`config.mk`:
```
export PLATFORM = sky130hd
export DESIGN_NAME = bin2bcd_seq_flat
export DESIGN_NICKNAME = d
export VERILOG_FILES = /design/src/rtl/bin2bcd_pkg.sv /design/src/rtl/bin2bcd_if.sv /design/src/rtl/bcd_digit_adj.sv /design/src/rtl/bin2bcd_seq.sv /design/src/flat_wrapper.sv
export SDC_FILE = /design/constraint.sdc
export NUM_CORES = 1
export LEC_CHECK = 0
export CORE_MARGIN = 4
export CORE_UTILIZATION = 54
export CTS_CLUSTER_DIAMETER = 150
export DETAILED_ROUTE_END_ITERATION = 10
export PLACE_DENSITY = 0.79
export SLEW_MARGIN = 20
export SYNTH_ARGS = -nofsm -noshare
export SYNTH_HDL_FRONTEND = slang
export SYNTH_HIERARCHICAL = 1
export SYNTH_SLANG_ARGS = --single-unit
```
`constraint.sdc`:
```
create_clock -name clk -period 3.3 [get_ports clk]
set_clock_uncertainty 0.2 [all_clocks]
set_input_delay 0.66 -clock clk [delete_from_list [all_inputs] [get_ports clk]]
set_output_delay 0.66 -clock clk [all_outputs]
set_load 0.1 [all_outputs]
```
`src/rtl/bin2bcd_pkg.sv`:
```
// bin2bcd_pkg
// Shared types and elaboration helpers for the sequential binary-to-BCD
// converter (bin2bcd_seq).
//   state_t       - converter sequencing states
//   digits_needed - decimal digits required to show any BIN_W-bit value
//   cnt_width     - width of the shift counter for a given operand width
package bin2bcd_pkg;

  typedef enum logic [1:0] {
    IDLE  = 2'd0,
    SHIFT = 2'd1,
    DONE  = 2'd2
  } state_t;

  // ceil(bin_w * log10(2)), using log10(2) ~= 0.30103 in fixed point.
  // The product never lands on an integer, so rounding up is exact here.
  function automatic int digits_needed(input int bin_w);
    return (bin_w * 30103 + 99999) / 100000;
  endfunction

  // The counter must be able to represent BIN_W itself.
  function automatic int cnt_width(input int bin_w);
    return $clog2(bin_w + 1);
  endfunction

endpackage

```
`src/rtl/bin2bcd_if.sv`:
```
// bin2bcd_if
// Operand and result handshake bundle for bin2bcd_seq.
//   in_valid/in_ready/binary        - operand channel (producer -> converter)
//   out_valid/out_ready/bcd/blank/ovf - result channel (converter -> consumer)
// Modports:
//   master - the producer/consumer side driving operands and taking results
//   slave  - the converter itself
interface bin2bcd_if #(
  parameter int BIN_W  = 8,
  parameter int DIGITS = 3
);

  logic                  in_valid;
  logic                  in_ready;
  logic [BIN_W-1:0]      binary;
  logic                  out_valid;
  logic                  out_ready;
  logic [4*DIGITS-1:0]   bcd;
  logic [DIGITS-1:0]     blank;
  logic                  ovf;

  modport master (
    output in_valid,
    output binary,
    output out_ready,
    input  in_ready,
    input  out_valid,
    input  bcd,
    input  blank,
    input  ovf
  );

  modport slave (
    input  in_valid,
    input  binary,
    input  out_ready,
    output in_ready,
    output out_valid,
    output bcd,
    output blank,
    output ovf
  );

endinterface

```
`src/rtl/bcd_digit_adj.sv`:
```
// bcd_digit_adj
// Combinational double-dabble correction for one BCD digit: a digit of 5 or
// more gets 3 added (4-bit wrap) so that the following left shift carries
// correctly into the next decimal digit.
//   din  - current digit
//   dout - corrected digit, ready to be shifted
module bcd_digit_adj (
  input  logic [3:0] din,
  output logic [3:0] dout
);

  always_comb begin
    dout = din;
    if (din >= 4'd5) begin
      dout = din + 4'd3;
    end
  end

endmodule

```
`src/rtl/bin2bcd_seq.sv`:
```
// bin2bcd_seq
// Sequential binary-to-BCD converter (shift-and-add-3), one operand bit per
// clock. An operand is accepted in IDLE, shifted for BIN_W cycles, and the
// result is then held in DONE until the consumer takes it.
//   clk - rising-edge clock
//   rst - asynchronous reset, active-high
//   bus - bin2bcd_if slave: in_valid/in_ready/binary in, out_valid/out_ready,
//         bcd (digit 0 = units), blank (leading-zero mask), ovf (value did not
//         fit in DIGITS digits; bcd then holds value mod 10^DIGITS)
// WARN_NARROW flags, at elaboration, a DIGITS too small for BIN_W; an
// instance that relies on the mod-10^DIGITS wrap on purpose can clear it.
module bin2bcd_seq
  import bin2bcd_pkg::*;
#(
  parameter int BIN_W       = 8,
  parameter int DIGITS      = 3,
  parameter bit WARN_NARROW = 1'b1
) (
  input  logic     clk,
  input  logic     rst,
  bin2bcd_if.slave bus
);

  localparam int CNT_W = cnt_width(BIN_W);
  localparam int DIG_W = 4 * DIGITS;

  if (BIN_W < 1) begin : g_bad_bin_w
    $error("bin2bcd_seq: BIN_W must be at least 1 (got %0d)", BIN_W);
  end

  if (DIGITS < 1) begin : g_bad_digits
    $error("bin2bcd_seq: DIGITS must be at least 1 (got %0d)", DIGITS);
  end

  if (WARN_NARROW && (DIGITS < digits_needed(BIN_W))) begin : g_narrow
    $warning("bin2bcd_seq: DIGITS=%0d is below the %0d needed for BIN_W=%0d; large values wrap and set ovf",
             DIGITS, digits_needed(BIN_W), BIN_W);
  end

  state_t             state_q;
  state_t             state_d;
  logic [BIN_W-1:0]   operand_q;
  logic [DIG_W-1:0]   digits_q;
  logic [DIG_W-1:0]   digits_adj;
  logic [DIG_W-1:0]   digits_shift;
  logic [CNT_W-1:0]   cnt_q;
  logic               ovf_acc_q;
  logic               ovf_shift;
  logic [DIG_W-1:0]   bcd_q;
  logic [DIGITS-1:0]  blank_q;
  logic [DIGITS-1:0]  blank_d;
  logic [DIGITS-1:0]  nz_d;
  logic               ovf_q;
  logic               accept;
  logic               shift_en;
  logic               last_shift;

  assign accept     = (state_q == IDLE) && bus.in_valid;
  assign shift_en   = (state_q == SHIFT);
  assign last_shift = shift_en && (cnt_q == CNT_W'(BIN_W - 1));

  // One correction cell per digit; all digits are corrected before the shift.
  for (genvar d = 0; d < DIGITS; d++) begin : g_adj
    bcd_digit_adj u_adj (
      .din  (digits_q[4*d +: 4]),
      .dout (digits_adj[4*d +: 4])
    );
  end

  // The operand MSB enters the units digit; the bit leaving the top digit
  // means the value has grown past 10^DIGITS.
  assign digits_shift = {digits_adj[DIG_W-2:0], operand_q[BIN_W-1]};
  assign ovf_shift    = digits_adj[DIG_W-1];

  // A digit is blanked when it and every digit above it are zero. The units
  // digit always shows, so a zero result reads "0".
  always_comb begin
    nz_d    = '0;
    blank_d = '0;
    for (int d = 0; d < DIGITS; d++) begin
      nz_d[d] = |digits_shift[4*d +: 4];
    end
    for (int d = 0; d < DIGITS; d++) begin
      blank_d[d] = ((nz_d >> d) == '0);
    end
    blank_d[0] = 1'b0;
  end

  // State register.
  always_ff @(posedge clk or posedge rst) begin
    if (rst) begin
      state_q <= IDLE;
    end else begin
      state_q <= state_d;
    end
  end

  // Next state and handshake outputs, decoded from the registered state only.
  always_comb begin
    state_d       = state_q;
    bus.in_ready  = 1'b0;
    bus.out_valid = 1'b0;
    case (state_q)
      IDLE: begin
        bus.in_ready = 1'b1;
        if (bus.in_valid) begin
          state_d = SHIFT;
        end
      end
      SHIFT: begin
        if (last_shift) begin
          state_d = DONE;
        end
      end
      DONE: begin
        bus.out_valid = 1'b1;
        if (bus.out_ready) begin
          state_d = IDLE;
        end
      end
      default: begin
        state_d = IDLE;
      end
    endcase
  end

  // Datapath. The result registers are only written on the final shift, so
  // a partial conversion never reaches the outputs.
  always_ff @(posedge clk or posedge rst) begin
    if (rst) begin
      operand_q <= '0;
      digits_q  <= '0;
      cnt_q     <= '0;
      ovf_acc_q <= 1'b0;
      bcd_q     <= '0;
      blank_q   <= '0;
      ovf_q     <= 1'b0;
    end else if (accept) begin
      operand_q <= bus.binary;
      digits_q  <= '0;
      cnt_q     <= '0;
      ovf_acc_q <= 1'b0;
      bcd_q     <= '0;
      blank_q   <= '0;
      ovf_q     <= 1'b0;
    end else if (shift_en) begin
      operand_q <= operand_q << 1;
      digits_q  <= digits_shift;
      cnt_q     <= cnt_q + CNT_W'(1);
      ovf_acc_q <= ovf_acc_q | ovf_shift;
      if (last_shift) begin
        bcd_q   <= digits_shift;
        blank_q <= blank_d;
        ovf_q   <= ovf_acc_q | ovf_shift;
      end
    end
  end

  assign bus.bcd   = bcd_q;
  assign bus.blank = blank_q;
  assign bus.ovf   = ovf_q;

endmodule

```
`src/flat_wrapper.sv`:
```
// flat-port wrapper written by rule: the top's interface ports become plain ports
module bin2bcd_seq_flat import bin2bcd_pkg::*;
#(
  parameter int BIN_W       = 8,
  parameter int DIGITS      = 3,
  parameter bit WARN_NARROW = 1'b1
)
  (clk, rst, bus_in_valid, bus_binary, bus_out_ready, bus_in_ready, bus_out_valid, bus_bcd, bus_blank, bus_ovf);
  bin2bcd_if #(.BIN_W(BIN_W), .DIGITS(DIGITS)) bus_i ();
  input  logic clk;
  input  logic rst;
  input wire logic [$bits(bus_i.in_valid)-1:0] bus_in_valid;
  input wire logic [$bits(bus_i.binary)-1:0] bus_binary;
  input wire logic [$bits(bus_i.out_ready)-1:0] bus_out_ready;
  output wire logic [$bits(bus_i.in_ready)-1:0] bus_in_ready;
  output wire logic [$bits(bus_i.out_valid)-1:0] bus_out_valid;
  output wire logic [$bits(bus_i.bcd)-1:0] bus_bcd;
  output wire logic [$bits(bus_i.blank)-1:0] bus_blank;
  output wire logic [$bits(bus_i.ovf)-1:0] bus_ovf;
  assign bus_i.in_valid = bus_in_valid;
  assign bus_i.binary = bus_binary;
  assign bus_i.out_ready = bus_out_ready;
  assign bus_in_ready = bus_i.in_ready;
  assign bus_out_valid = bus_i.out_valid;
  assign bus_bcd = bus_i.bcd;
  assign bus_blank = bus_i.blank;
  assign bus_ovf = bus_i.ovf;
  bin2bcd_seq #(.BIN_W(BIN_W), .DIGITS(DIGITS), .WARN_NARROW(WARN_NARROW)) u_core (.clk(clk), .rst(rst), .bus(bus_i));
endmodule
```
==> key figures <==
Status
  • Outcome: complete, no violations

Synth
  • Netlist Area Pre-Place: about 2100 µm²
  • Top cell type's share of synthesized area: 0.4889
  • #FFs+latches synth: 42
  • Multiplexer share of the synthesized area: 0.01863
  • Ys async rst share: 1.000
  • XOR/XNOR share of the synthesized area: 0.01222
  • Post-Syn Instances: between 200 and 250
  • Syn_nets: roughly 260
  • Synth cell types: 33
  • EDFF count, synth: 0
  • Synthesis warning total: 6
  • Synth cell count leaders: nand2_1, dfrtp_1, nand3_1
  • Area contributors post-synth: dfrtp_1, nand2_1, nand3_1
  • Compound-Gate Fraction of Synth Area: 0.1135
  • Largest family of logic cells by synthesized area: simple AND/OR/NAND/NOR gates
  • Synth Area per Inst: ~9 µm²
  • Simple-gate share of the synthesized area: 0.2596
  • Synth Area in Adders: 0.04075
  • Cell taking the most area after synthesis: dfrtp_1
  • Top-count cell post-synth: nand2_1
  • Main flop type after synthesis: dfrtp_1
  • Sequential share of the synthesized area: 0.4889

CTS
  • Total CTS buffers: 5
  • Clock Tree Buf Depth: 2
  • Clk root buf: clkbuf_8
  • Post-CTS setup buffers: 0
  • Clock transition at the registers of the reported paths: approximately 0.08 ns
  • H-tree depth: 2
  • CTS tree: done
  • Clock sink total: 42
  • Clk_lat worst skew: ~0.30 ns
  • Cts repair resizes: 0
  • Hold buffer count at cts: 0

Layout
  • Area grow syn2layout: 14.20%
  • Ant. Diodes: 0
  • Final nets: around 290
  • Share of layout cells above drive strength 1: 0.1199

Placed design
  • PortBufs: 28
  • RD Place Congestion: around 0.74
  • Detail Placement HPWL: between 2 and 3 mm

Timing
  • RSZ-0062 raised after global routing: no
  • Final period utilization: 0.6810
  • Slew HR: 0.3748
  • Post-route setup TNS: 0 ns
  • Hold WS: roughly 0.28 ns
  • Fin. max-slew vios: 0
  • F_max: approximately 440 MHz
  • Slew @ Worst Pin: 0.9359 ns
  • Final hold violations: 0
  • Setup-failing EPs final: 0
  • Minimum clock period: 2.247 ns

Floorplanning
  • DIE AREA: a little over 5000 µm²
  • Starting Density: 0.5742
  • Row cnt: 22
  • Core Area: 3744 µm²
  • Die height: 71.09 µm
  • IO Pins: 30
  • Die width: between 70 and 80 µm

Detailed routing
  • Vias per cell: ~5.4
  • Wire per inst: 13.79 µm
  • DRT Pass-1 Iters: 4
  • Drc violations: 0
  • Routed WL: around 4.3 mm
  • Initial DRC Count: ~160
  • Via Count: around 1700
  • Routed Antenna Nets: 0

Critical path
  • CP Data Required Time: between 2 and 2.5 ns
  • Worst setup path class: reg2out
  • Crit path capture type: output port
  • Arrival time at the worst endpoint: ~1.4 ns
  • Crit Path Max Fanout: 10
  • Worst Setup Start Kind: flip-flop

Global route
  • Overflow after GRT: 0
  • Vias in the first global route: between 1500 and 2000
  • GRT Overall Usage: 0.1909
  • Largest net degree at the start of global routing: 43
  • Initial antenna violation count: 0
  • First-pass GRT wire length: roughly 7.7 mm

Worst hold path
  • HP Class: reg2reg

Run
  • Number of max-cap violations: 0
[critical path, stage by stage (launching register included)]
cell	delay [ns]
dfrtp_1	0.51
and2b_1	0.28
buf_4	0.29
[cells in the final DEF, fill, tap and decap left out, drive strengths merged]
| cell type | instances |
|---|---|
| and2 | 1 |
| mux2i | 4 |
| nor2b | 1 |
| nand2 | 73 |
| nor2 | 6 |
| a22oi | 7 |
| nand3 | 27 |
| or3b | 1 |
| a21oi | 5 |
| o21bai | 2 |
| clkinv | 1 |
| clkbuf | 7 |
| o211ai | 3 |
| o21ai | 19 |
| ha | 7 |
| conb | 1 |
| nor3b | 2 |
| and3b | 1 |
| a211oi | 1 |
| buf | 20 |
| inv | 8 |
| nand4 | 2 |
| nand2b | 7 |
| clkdlybuf4s50 | 11 |
| dfrtp | 42 |
| xnor2 | 3 |
| nor4 | 2 |
| and2b | 1 |
| a21o | 2 |
[kinds of logic (layout without fill, tap and decap cells)]
logic type	count (synthesis)	in the layout
mux	4	4
other cells	1	1
flops	42	42
compound gates	39	39
xor+xnor	3	3
simple gates	124	124
buf+inv	23	47
fa+ha+maj	7	7
[per-stage QoR]
step / cell area [µm²] / utilization / std cells / setup WS (ns)
floorplan: 2150 / - / 243 / 0.6935
global placement: 2364 / 0.6314 / 307 / 0.8172
detailed placement: 2364 / 0.6314 / 307 / 0.7949
CTS: 2455 / 0.6557 / 315 / 1.047
global route: 2455 / 0.6557 / 315 / 0.9955
finish: 2455 / 0.6557 / 315 / 1.053
[state kept, by name (all words and copies together) (netlist names)]
name,flops
u_core/operand_q,8
u_core/ovf_acc_q,1
u_core/bus.bcd,12
u_core/bus.blank,2
u_core/digits_q,12
u_core/state_q,2
u_core/cnt_q,4
u_core/bus.ovf,1
[routing by layer]
layer  global-route usage  part of all wire  vias up  wire length [µm]
li1                     -                 -      852                 -
met1               0.2446              0.45      816              1963
met2               0.3141              0.48       41              2075
met3              0.04261             0.055        7               237
met4              0.07516             0.016        0                69
met5                    0                 0        -                 0
[layout make-up]
class                   instances  area, µm²
fillers                       320       1289
flip-flops and latches         42       1051
multi-input cells             178      962.2
repair buffers                 31      260.3
clock buffers                   7      86.33
well taps                      48      60.06
inverters                       8      30.03
clock inverters                 1      5.005
[final timing paths]
kind / slack (ns) / endpoint / depth (start not counted) / from
setup / recovery: 1.05 / bus_out_valid / 2 / u_core/state_q[0]
hold / removal: 0.28 / u_core/cnt_q[3] / 1 / u_core/cnt_q[3]
setup reg to reg: 1.22 / u_core/bus.blank[1] / 7 / u_core/digits_q[8]
hold reg to reg: 0.28 / u_core/cnt_q[3] / 1 / u_core/cnt_q[3]
max in group asynchronous: 1.93 / u_core/digits_q[7] / 3 / rst
min in group asynchronous: 0.59 / u_core/digits_q[11] / 3 / rst
Power is not shown: default switching activity piles up to over one toggle a cycle in this logic, so the estimate is an artifact.
